File: src/rtl/tero_pkg.sv
// Shared state encoding and default sizing for the TERO sweep controller.
package tero_pkg;

    localparam int DEF_SEL_W    = 20;
    localparam int DEF_SMP_LOG2 = 12;
    localparam int DEF_TO_W     = 16;

    localparam logic [7:0] TO_CNT_MAX = 8'hFF;

    typedef enum logic [2:0] {
        ST_IDLE  = 3'd0,
        ST_START = 3'd1,
        ST_OSC   = 3'd2,
        ST_DRAIN = 3'd3,
        ST_NEXT  = 3'd4,
        ST_FINI  = 3'd5
    } state_t;

endpackage

File: src/rtl/tero_timeout.sv
// Oscillation watchdog: down counter loaded before each oscillation, flags the
// terminal cycle so a stuck ring oscillator still produces a sample.
module tero_timeout
    import tero_pkg::*;
#(
    parameter int W = DEF_TO_W
) (
    input  logic CLK,
    input  logic RST,
    input  logic load,
    input  logic en,
    output logic tc
);

    // Loading 2^W-2 and counting down to zero makes tc fire on the
    // (2^W-1)-th enabled cycle.
    localparam logic [W-1:0] LOAD_VAL = {{(W-1){1'b1}}, 1'b0};

    logic [W-1:0] cnt;

    always_ff @(posedge CLK) begin
        if (RST)
            cnt <= '0;
        else if (load)
            cnt <= LOAD_VAL;
        else if (en && cnt != '0)
            cnt <= cnt - 1'b1;
    end

    assign tc = en && (cnt == '0);

endmodule

File: src/rtl/tero_sweep_ctrl.sv
// Sweeps the ring-oscillator selection word of a TERO TRNG, collecting a block
// of samples per selection value and pausing while the UART buffer drains.
module tero_sweep_ctrl
    import tero_pkg::*;
#(
    parameter int SEL_W    = DEF_SEL_W,
    parameter int SMP_LOG2 = DEF_SMP_LOG2,
    parameter int TO_W     = DEF_TO_W
) (
    input  logic             CLK,
    input  logic             RST,
    input  logic             START,
    input  logic             ABORT,
    input  logic             FIXED,
    input  logic [SEL_W-1:0] SEL_BEGIN,
    input  logic [SEL_W-1:0] SEL_END,
    input  logic             TRNG_OE,
    input  logic             UART_FULL,
    input  logic             UART_EMPTY,
    input  logic             UART_READY,
    output logic             CTR,
    output logic [SEL_W-1:0] RO_SEL,
    output logic             BUSY,
    output logic             DONE,
    output logic [7:0]       TO_CNT
);

    state_t state, state_nxt;

    logic                fixed_q;
    logic [SEL_W-1:0]    sel_end_q;
    logic [SEL_W-1:0]    ro_sel;
    logic [SMP_LOG2-1:0] smp_cnt;
    logic [7:0]          to_cnt;

    logic latch_cfg, take_sample, sel_inc;
    logic to_load, to_en, to_tc;

    tero_timeout #(.W(TO_W)) u_timeout (
        .CLK  (CLK),
        .RST  (RST),
        .load (to_load),
        .en   (to_en),
        .tc   (to_tc)
    );

    always_ff @(posedge CLK) begin
        if (RST)
            state <= ST_IDLE;
        else
            state <= state_nxt;
    end

    always_comb begin
        state_nxt   = state;
        latch_cfg   = 1'b0;
        take_sample = 1'b0;
        sel_inc     = 1'b0;
        to_load     = 1'b0;
        to_en       = (state == ST_OSC);
        if (ABORT) begin
            state_nxt = ST_IDLE;
        end else begin
            case (state)
                ST_IDLE, ST_FINI: begin
                    if (START) begin
                        latch_cfg = 1'b1;
                        state_nxt = ST_START;
                    end
                end
                ST_START: begin
                    to_load   = 1'b1;
                    state_nxt = ST_OSC;
                end
                ST_OSC: begin
                    if (TRNG_OE || to_tc) begin
                        take_sample = 1'b1;
                        if (UART_FULL)
                            state_nxt = ST_DRAIN;
                        else if (fixed_q)
                            state_nxt = ST_START;
                        else if (&smp_cnt)
                            state_nxt = ST_NEXT;
                        else
                            state_nxt = ST_START;
                    end
                end
                ST_DRAIN: begin
                    // Counter has already advanced; zero means the block just wrapped.
                    if (UART_EMPTY) begin
                        if (fixed_q)
                            state_nxt = ST_START;
                        else if (smp_cnt == '0)
                            state_nxt = ST_NEXT;
                        else
                            state_nxt = ST_START;
                    end
                end
                ST_NEXT: begin
                    if (UART_READY) begin
                        if (ro_sel == sel_end_q) begin
                            state_nxt = ST_FINI;
                        end else begin
                            sel_inc   = 1'b1;
                            state_nxt = ST_START;
                        end
                    end
                end
                default: state_nxt = ST_IDLE;
            endcase
        end
    end

    always_ff @(posedge CLK) begin
        if (RST) begin
            fixed_q   <= 1'b0;
            sel_end_q <= '0;
            ro_sel    <= '0;
            smp_cnt   <= '0;
            to_cnt    <= '0;
        end else begin
            if (latch_cfg) begin
                fixed_q   <= FIXED;
                sel_end_q <= SEL_END;
                ro_sel    <= SEL_BEGIN;
                smp_cnt   <= '0;
                to_cnt    <= '0;
            end
            if (take_sample) begin
                smp_cnt <= smp_cnt + 1'b1;
                // A sample arriving on the terminal cycle is genuine, not a timeout.
                if (to_tc && !TRNG_OE && to_cnt != TO_CNT_MAX)
                    to_cnt <= to_cnt + 8'd1;
            end
            if (sel_inc)
                ro_sel <= ro_sel + 1'b1;
        end
    end

    assign CTR    = (state == ST_OSC);
    assign BUSY   = (state != ST_IDLE) && (state != ST_FINI);
    assign DONE   = (state == ST_FINI);
    assign RO_SEL = ro_sel;
    assign TO_CNT = to_cnt;

endmodule

File: config.mk
export PLATFORM = sky130hd
export DESIGN_NAME = tero_sweep_ctrl
export DESIGN_NICKNAME = d
export VERILOG_FILES = /design/src/rtl/tero_pkg.sv /design/src/rtl/tero_timeout.sv /design/src/rtl/tero_sweep_ctrl.sv
export SDC_FILE = /design/constraint.sdc
export NUM_CORES = 1
export LEC_CHECK = 0
export ABC_AREA = 1
export ABC_CLOCK_PERIOD_IN_PS = 3350
export BUFFER_PORTS_ARGS = -buffer_cell sky130_fd_sc_hd__buf_2
export CORE_MARGIN = 1
export CORE_UTILIZATION = 26
export DETAILED_ROUTE_END_ITERATION = 10
export HOLD_SLACK_MARGIN = 0.08
export PLACE_DENSITY = 0.42
export REMOVE_ABC_BUFFERS = 1
export SKIP_LAST_GASP = 1
export SYNTH_ARGS = -nofsm -noshare
export SYNTH_HDL_FRONTEND = slang
export SYNTH_SLANG_ARGS = --single-unit
File: constraint.sdc
create_clock -name CLK -period 3.35 [get_ports CLK]
set_input_delay 0.1675 -clock CLK [delete_from_list [all_inputs] [get_ports CLK]]
set_output_delay 0.1675 -clock CLK [all_outputs]
set_load 0.005 [all_outputs]
==> flow_metrics.env, run 1 <==
export IMPL_status="finished clean"
export IMPL_hold_path_class="input pin to flip-flop"
export IMPL_globalRouteOverflowTotal=0
export IMPL_yosysSeqAreaShare_pct=32.0
export IMPL_grt_total_usage_pct=15.2
export IMPL_internal_power_uw=1730
export IMPL_p_sw_uw=684
export IMPL_clk_latency_ps=350
export IMPL_wirelength_um=14500
export IMPL_synth_area_leaders="dfxtp_1 (32%), nand2_1 (17%), nand3_1 (7.8%)"
export IMPL_rr_worst_depth=12
export IMPL_cp_required_ps=3560
export IMPL_clkPwrFrac_pct=41.2
export IMPL_cts_repair_resized=0
export IMPL_maxCapViolations=0
export IMPL_ant_nets=0
export IMPL_rr_endpoint="RO_SEL[10]$_SDFFE_PP0P_"
export IMPL_p_comb_share_pct=15.8
export IMPL_synth_ff_type="dfxtp_1"
export IMPL_hold_viol=0
export IMPL_fin_skew_ps=8.69
export IMPL_areaGrowthSynthToFinish_pct=18.0
export IMPL_max_stage_delay_ps=590
export IMPL_slowest_stage="nand2_2"
export IMPL_startpoint_type="flip-flop"
export IMPL_utilization_pct=31.4
export IMPL_fmax_ghz=0.408
export IMPL_cp_common_cell="nand2_1"
export IMPL_crit_arrival_ps=2670
export IMPL_path_max_fanout=39
export IMPL_hpwlAfterDp_um=10100
export IMPL_hold_start="SEL_END[19]"
export IMPL_ys_warn_count=0
export IMPL_post_cts_buffers=0
export IMPL_root_buffer="clkbuf_16"
export IMPL_port_buffers=79
export IMPL_crit_family="simple AND/OR/NAND/NOR gates"
export IMPL_crit_start="RO_SEL[5]$_SDFFE_PP0P_"
export IMPL_grt_pass1_vias=4600
export IMPL_setup_tns_ps=0
export IMPL_synth_area_per_cell_um2=6.26
export IMPL_grt_setup_unrepaired="false"
export IMPL_antenna_found_initial=0
export IMPL_ys_types=37
export IMPL_whs_ps=101
export IMPL_gr_usage_met1_pct=20.6
export IMPL_min_period_ps=2450
export IMPL_grt_util_met2_pct=24.3
export IMPL_routed_via_density=4.50
export IMPL_grt_max_degree=40
export IMPL_cts_tree="done"
export IMPL_worstMarginPinSlew_ps=777
export IMPL_path_clk_slew_ps=60
export IMPL_rows=50
export IMPL_cts_path_max_buffers=2
export IMPL_synth_edf_count=0
export IMPL_peakVddDrop_v=0.000252
export IMPL_yosysTopAreaCell="dfxtp_1"
export IMPL_io_pins=80
export IMPL_yosys_top_cells_count="nand2_1 (233), nor2_1 (92), inv_1 (90)"
export IMPL_numCtsBuffers=9
export IMPL_min_path_cells=3
export IMPL_post_drt_wl_per_cell_um=13.1
export IMPL_grt_pass1_wl_um=23700
export IMPL_netlist_instances=799
export IMPL_die_area_um2=19800
export IMPL_setup_viol=0
export IMPL_setup_worst_path_end_class="flip-flop"
export IMPL_synth_seq_cells=80
export IMPL_diodes=0
export IMPL_total_leakage_power_uw=0.00266
export IMPL_met3_usage_pct=2.99
export IMPL_fin_crit_sh_pct=73.2
export IMPL_crit_chain="inv_1, nand2_1, nand2_1, nor2_1, nand2_1, nor2_1, nand3_1, buf_4, nand2_2, nand2_1, nand2_1, a21oi_2"
export IMPL_synthMostInstantiatedCell="nand2_1"
export IMPL_coreArea_um2=18800
export IMPL_fp_dieW_um=141
export IMPL_p_seq_share_pct=43.0
export IMPL_final_net_count=924
export IMPL_route_detailed_drc=0
export IMPL_slew_viol_final=0
export IMPL_gp_congestion=0.797
export IMPL_swShare_pct=28.4
export IMPL_clkSinkCount=80
export IMPL_r2r_slack_ps=900
export IMPL_yosysTopAreaCellShare_pct=32.0
export IMPL_htreeDepth=3
export IMPL_start_util_pct=26.6
export IMPL_layout_drive_gt1_share_pct=15.3
export IMPL_synthArstFlopShare_pct=0
export IMPL_dr_pass1_iters=5
export IMPL_hold_end="sel_end_q[19]$_SDFFE_PP0P_"
export IMPL_slew_headroom_pct=48.0
export IMPL_critical_path_buf_inv_count=2
export IMPL_netlist_area_um2=5000
export IMPL_p_per_area_nw_per_um2=409
export IMPL_die_h_um=141
export IMPL_crit_reg2reg_launch="RO_SEL[5]$_SDFFE_PP0P_"
export IMPL_critical_path_class="flip-flop to flip-flop"
export IMPL_gr_max_usage_layer="met2"
export IMPL_drtIter0Drc=298
export IMPL_dr_total_vias=4981
==> power by group through the flow <==
stage / clock [µW] / sequential [µW] / combinational (µW)
after global routing: 1070 / 1040 / 437
final: 995 / 1040 / 381
after global placement: 0 / 1060 / 384
after CTS: 1040 / 1040 / 388
after floorplan: 0 / 1050 / 251
after detailed placement: 0 / 1060 / 382
==> worst register-to-register path, cell delays in order (launching register included) <==
cell	delay (ps)
dfxtp_1	450
inv_1	120
nand2_1	70
nand2_1	40
nor2_1	140
nand2_1	80
nor2_1	190
nand3_1	100
buf_4	220
nand2_2	600
nand2_1	150
nand2_1	110
a21oi_2	50
==> kinds of logic (layout without fill, tap and decap cells) <==
| logic type | count (synthesis) | count (layout) | synth area share [%] |
|---|---|---|---|
| AOI/OAI and AO/OA | 114 | 114 | 12.6 |
| xor gates and xnor gates | 21 | 21 | 3.68 |
| adders and majority gates | 6 | 6 | 1.50 |
| buffers and inverters | 127 | 201 | 10.9 |
| DFF | 80 | 80 | 32.0 |
| and+or+nand+nor | 451 | 451 | 39.3 |
==> worst max path at each step <==
stage | end | slack [ps] | cells past startpoint
CTS | RO_SEL[17]$_SDFFE_PP0P_ | 850 | 12
global placement | RO_SEL[17]$_SDFFE_PP0P_ | 870 | 12
floorplan | fixed_q$_SDFFE_PP0P_ | 1080 | 7
detailed placement | RO_SEL[17]$_SDFFE_PP0P_ | 870 | 12
finish | RO_SEL[10]$_SDFFE_PP0P_ | 900 | 12
global route | RO_SEL[0]$_SDFFE_PP0P_ | 530 | 12
==> sequential cells by signal, indices dropped and copies added (netlist names) <==
signal and flops:
u_timeout.cnt 16, fixed_q 1, smp_cnt 12, RO_SEL 20, state 3, TO_CNT 8, sel_end_q 20
==> cell usage in the layout (no fill, tap or decap), types with 2 or more instances in the layout <==
cell	n
nand2_1	233
nor2_1	92
inv_1	90
dfxtp_1	80
buf_2	79
nand3_1	78
a21oi_1	52
o21ai_0	45
xor2_1	15
nand4_1	10
nor3_1	9
clkbuf_16	9
a21oi_2	6
xnor2_1	6
o211ai_1	6
ha_1	6
inv_2	5
nor2_2	5
nand3b_1	5
nand3_2	5
dlygate4sd3_1	5
buf_4	5
nand2_2	4
clkinv_2	4
or2_2	3
a31oi_1	3
nor2_4	2
==> metrics by stage <==
stage | area [µm²] | worst slack (ps) | power, µW | instances
global placement | 5560 | 872 | 1440 | 1087
detailed placement | 5560 | 868 | 1440 | 1087
finish | 5900 | 899 | 2410 | 1107
global route | 5900 | 525 | 2550 | 1107
floorplan | 4820 | 1080 | 1300 | 768
CTS | 5900 | 851 | 2460 | 1107
==> layer usage <==
layer,wire length (µm),part of all wire [%]
met3,487,3.4
met5,0,0
met1,7370,51
met2,6470,45
met4,161,1.1
==> timing repair <==
action                                  in CTS  in global routing
endpoints found under the hold margin        5                  0
endpoints found under the setup margin       0                  0
hold buffers                                 5                  0
==> layout make-up <==
| class | instances | area (µm²) |
|---|---|---|
| timing repair buffer | 90 | 503 |
| inverter | 96 | 362 |
| fill | 2175 | 12900 |
| sequential | 80 | 1600 |
| clock buffer | 11 | 243 |
| clock inverter | 4 | 45.0 |
| multi-input combinational | 592 | 2850 |
| tap | 234 | 293 |
Power figures use the tool's default switching activity.
==> run 2: changes to the inputs <==
- ABC_CLOCK_PERIOD_IN_PS: 3350 -> 2000
- PLACE_DENSITY: 0.42 -> 0.43
- clock period: 3.35 -> 2 ns (I/O delays scaled with it)
==> flow_metrics.env, run 2 (synthesis gave the netlist of run 1 again) <==
export IMPL_dr_pass1_iters=4
export IMPL_fmax_ghz=0.551
export IMPL_setup_viol=0
export IMPL_drtIter0Drc=244
export IMPL_dr_total_vias=5152
export IMPL_path_clk_slew_ps=60
export IMPL_internal_power_uw=2990
export IMPL_numCtsBuffers=9
export IMPL_grt_setup_unrepaired="false"
export IMPL_whs_ps=68.6
export IMPL_diodes=0
export IMPL_routed_via_density=4.46
export IMPL_coreArea_um2=18800
export IMPL_fp_dieW_um=141
export IMPL_grt_max_degree=47
export IMPL_grt_pass1_vias=4812
export IMPL_drt_met1_wl_um=7420
export IMPL_die_area_um2=19800
export IMPL_highest_layer="met4"
export IMPL_gp_congestion=0.826
export IMPL_crit_arrival_ps=2030
export IMPL_p_per_area_nw_per_um2=656
export IMPL_clkSinkCount=80
export IMPL_total_leakage_power_uw=0.00290
export IMPL_antenna_found_initial=0
export IMPL_min_period_ps=1810
export IMPL_die_h_um=141
export IMPL_wirelength_um=14700
export IMPL_cp_common_cell="nand2_1"
export IMPL_io_pins=80
export IMPL_slowest_stage="dfxtp_1"
export IMPL_grt_total_usage_pct=15.4
export IMPL_setup_worst_path_end_class="flip-flop"
export IMPL_areaGrowthSynthToFinish_pct=26.9
export IMPL_start_util_pct=26.6
export IMPL_htreeDepth=3
export IMPL_worstMarginPinSlew_ps=513
export IMPL_final_net_count=970
export IMPL_hpwlAfterDp_um=10400
export IMPL_fin_crit_sh_pct=90.7
export IMPL_swShare_pct=28.2
export IMPL_fin_skew_ps=5.09
export IMPL_rows=50
export IMPL_startpoint_type="flip-flop"
export IMPL_final_common_cell="nand2_1"
export IMPL_slew_viol_final=0
export IMPL_cp_required_ps=2210
export IMPL_cts_tree="done"
export IMPL_post_drt_wl_per_cell_um=12.7
export IMPL_route_detailed_drc=0
export IMPL_root_buffer="clkbuf_16"
export IMPL_path_max_fanout=6
export IMPL_status="finished clean"
export IMPL_p_sw_uw=1170
export IMPL_most_common_layout_cells="nand2_1 (233), inv_1 (90), nor2_1 (90), buf_2 (79), nand3_1 (78)"
export IMPL_wl_met2_um=6650
export IMPL_wl_met3_um=411
export IMPL_layout_drive_gt1_share_pct=18.6
export IMPL_cts_path_max_buffers=2
export IMPL_clkPwrFrac_pct=41.5
export IMPL_peakVddDrop_v=0.000417
export IMPL_slew_headroom_pct=65.8
export IMPL_hold_viol=0
export IMPL_ant_nets=0
export IMPL_p_comb_share_pct=17.2
export IMPL_critical_path_class="flip-flop to flip-flop"
export IMPL_clk_latency_ps=350
export IMPL_grt_pass1_wl_um=24000
export IMPL_maxCapViolations=0
export IMPL_crit_chain="ha_1, nand2_1, nor2_1, nand2_1, nor2_1, buf_4, nand2_1, xor2_1, nand3_1, nand2_1, a21oi_1"
export IMPL_port_buffers=79
export IMPL_max_stage_delay_ps=440
export IMPL_globalRouteOverflowTotal=0
export IMPL_p_seq_share_pct=41.3
export IMPL_p_total_uw=4160
export IMPL_hold_path_class="input pin to flip-flop"
## run 2: worst max-delay path: cells and delay by family (launching register included)
| family | cells | cell delay [ps] |
|---|---|---|
| AO/OA/AOI/OAI | 1 | 50 |
| XOR/XNOR | 1 | 130 |
| adder cells (fa/ha/maj) | 1 | 250 |
| buffers and inverters | 1 | 150 |
| flip-flops | 1 | 440 |
| AND/OR/NAND/NOR | 7 | 650 |
## run 2: area by class of cell
cell class              instances  area (µm²)
well taps                     234         293
repair buffers                136         923
multi-input cells             592        2860
clock buffers                  13         260
fillers                      2107       12400
clock inverters                 3        40.0
flip-flops and latches         80        1610
inverters                      96         362
## run 2: power by group through the flow
| stage | logic [µW] | clock network, µW | registers (µW) |
|---|---|---|---|
| finish | 716 | 1730 | 1720 |
| floorplan | 421 | 0 | 1760 |
| CTS | 722 | 1790 | 1720 |
| global route | 818 | 1850 | 1730 |
| global placement | 689 | 0 | 1760 |
| detailed placement | 690 | 0 | 1760 |
## run 2: layer usage
metal  up-vias  global-route usage (%)
met5         -                       0
met3        11                    2.51
met4         0                    4.63
met1      2291                    20.6
li1       2774                       -
met2        76                    25.2
## run 2: path summary, 6_finish.rpt
path / from / end / slack, ps / cells after the start
min: SEL_END[8] / sel_end_q[8]$_SDFFE_PP0P_ / 70 / 3
max: RO_SEL[1]$_SDFFE_PP0P_ / RO_SEL[16]$_SDFFE_PP0P_ / 190 / 11
min reg2reg: sel_end_q[12]$_SDFFE_PP0P_ / sel_end_q[12]$_SDFFE_PP0P_ / 470 / 2
max reg2reg: RO_SEL[1]$_SDFFE_PP0P_ / RO_SEL[16]$_SDFFE_PP0P_ / 190 / 11
## run 2: timing repair
| item | CTS | global route |
|---|---|---|
| setup buffers | 0 | 1 |
| setup endpoints to repair | 0 | 41 |
| endpoints found under the hold margin | 20 | 0 |
| hold buffers | 20 | 0 |
| resized for setup | 0 | 6 |
## run 2: per-stage QoR
step | instance area, µm² | setup slack (ps) | setup TNS (ps) | cells | util, %
2_1_floorplan | 4820 | -273 | -10370 | 768 | -
3_3_place_gp | 5810 | 98.8 | 0 | 1117 | 31.0
3_5_place_dp | 5810 | 71.2 | 0 | 1117 | 31.0
4_1_cts | 6310 | 55.8 | 0 | 1153 | 33.6
5_1_grt | 6350 | 7.96 | 0 | 1154 | 33.8
6_report | 6350 | 186 | 0 | 1154 | 33.8
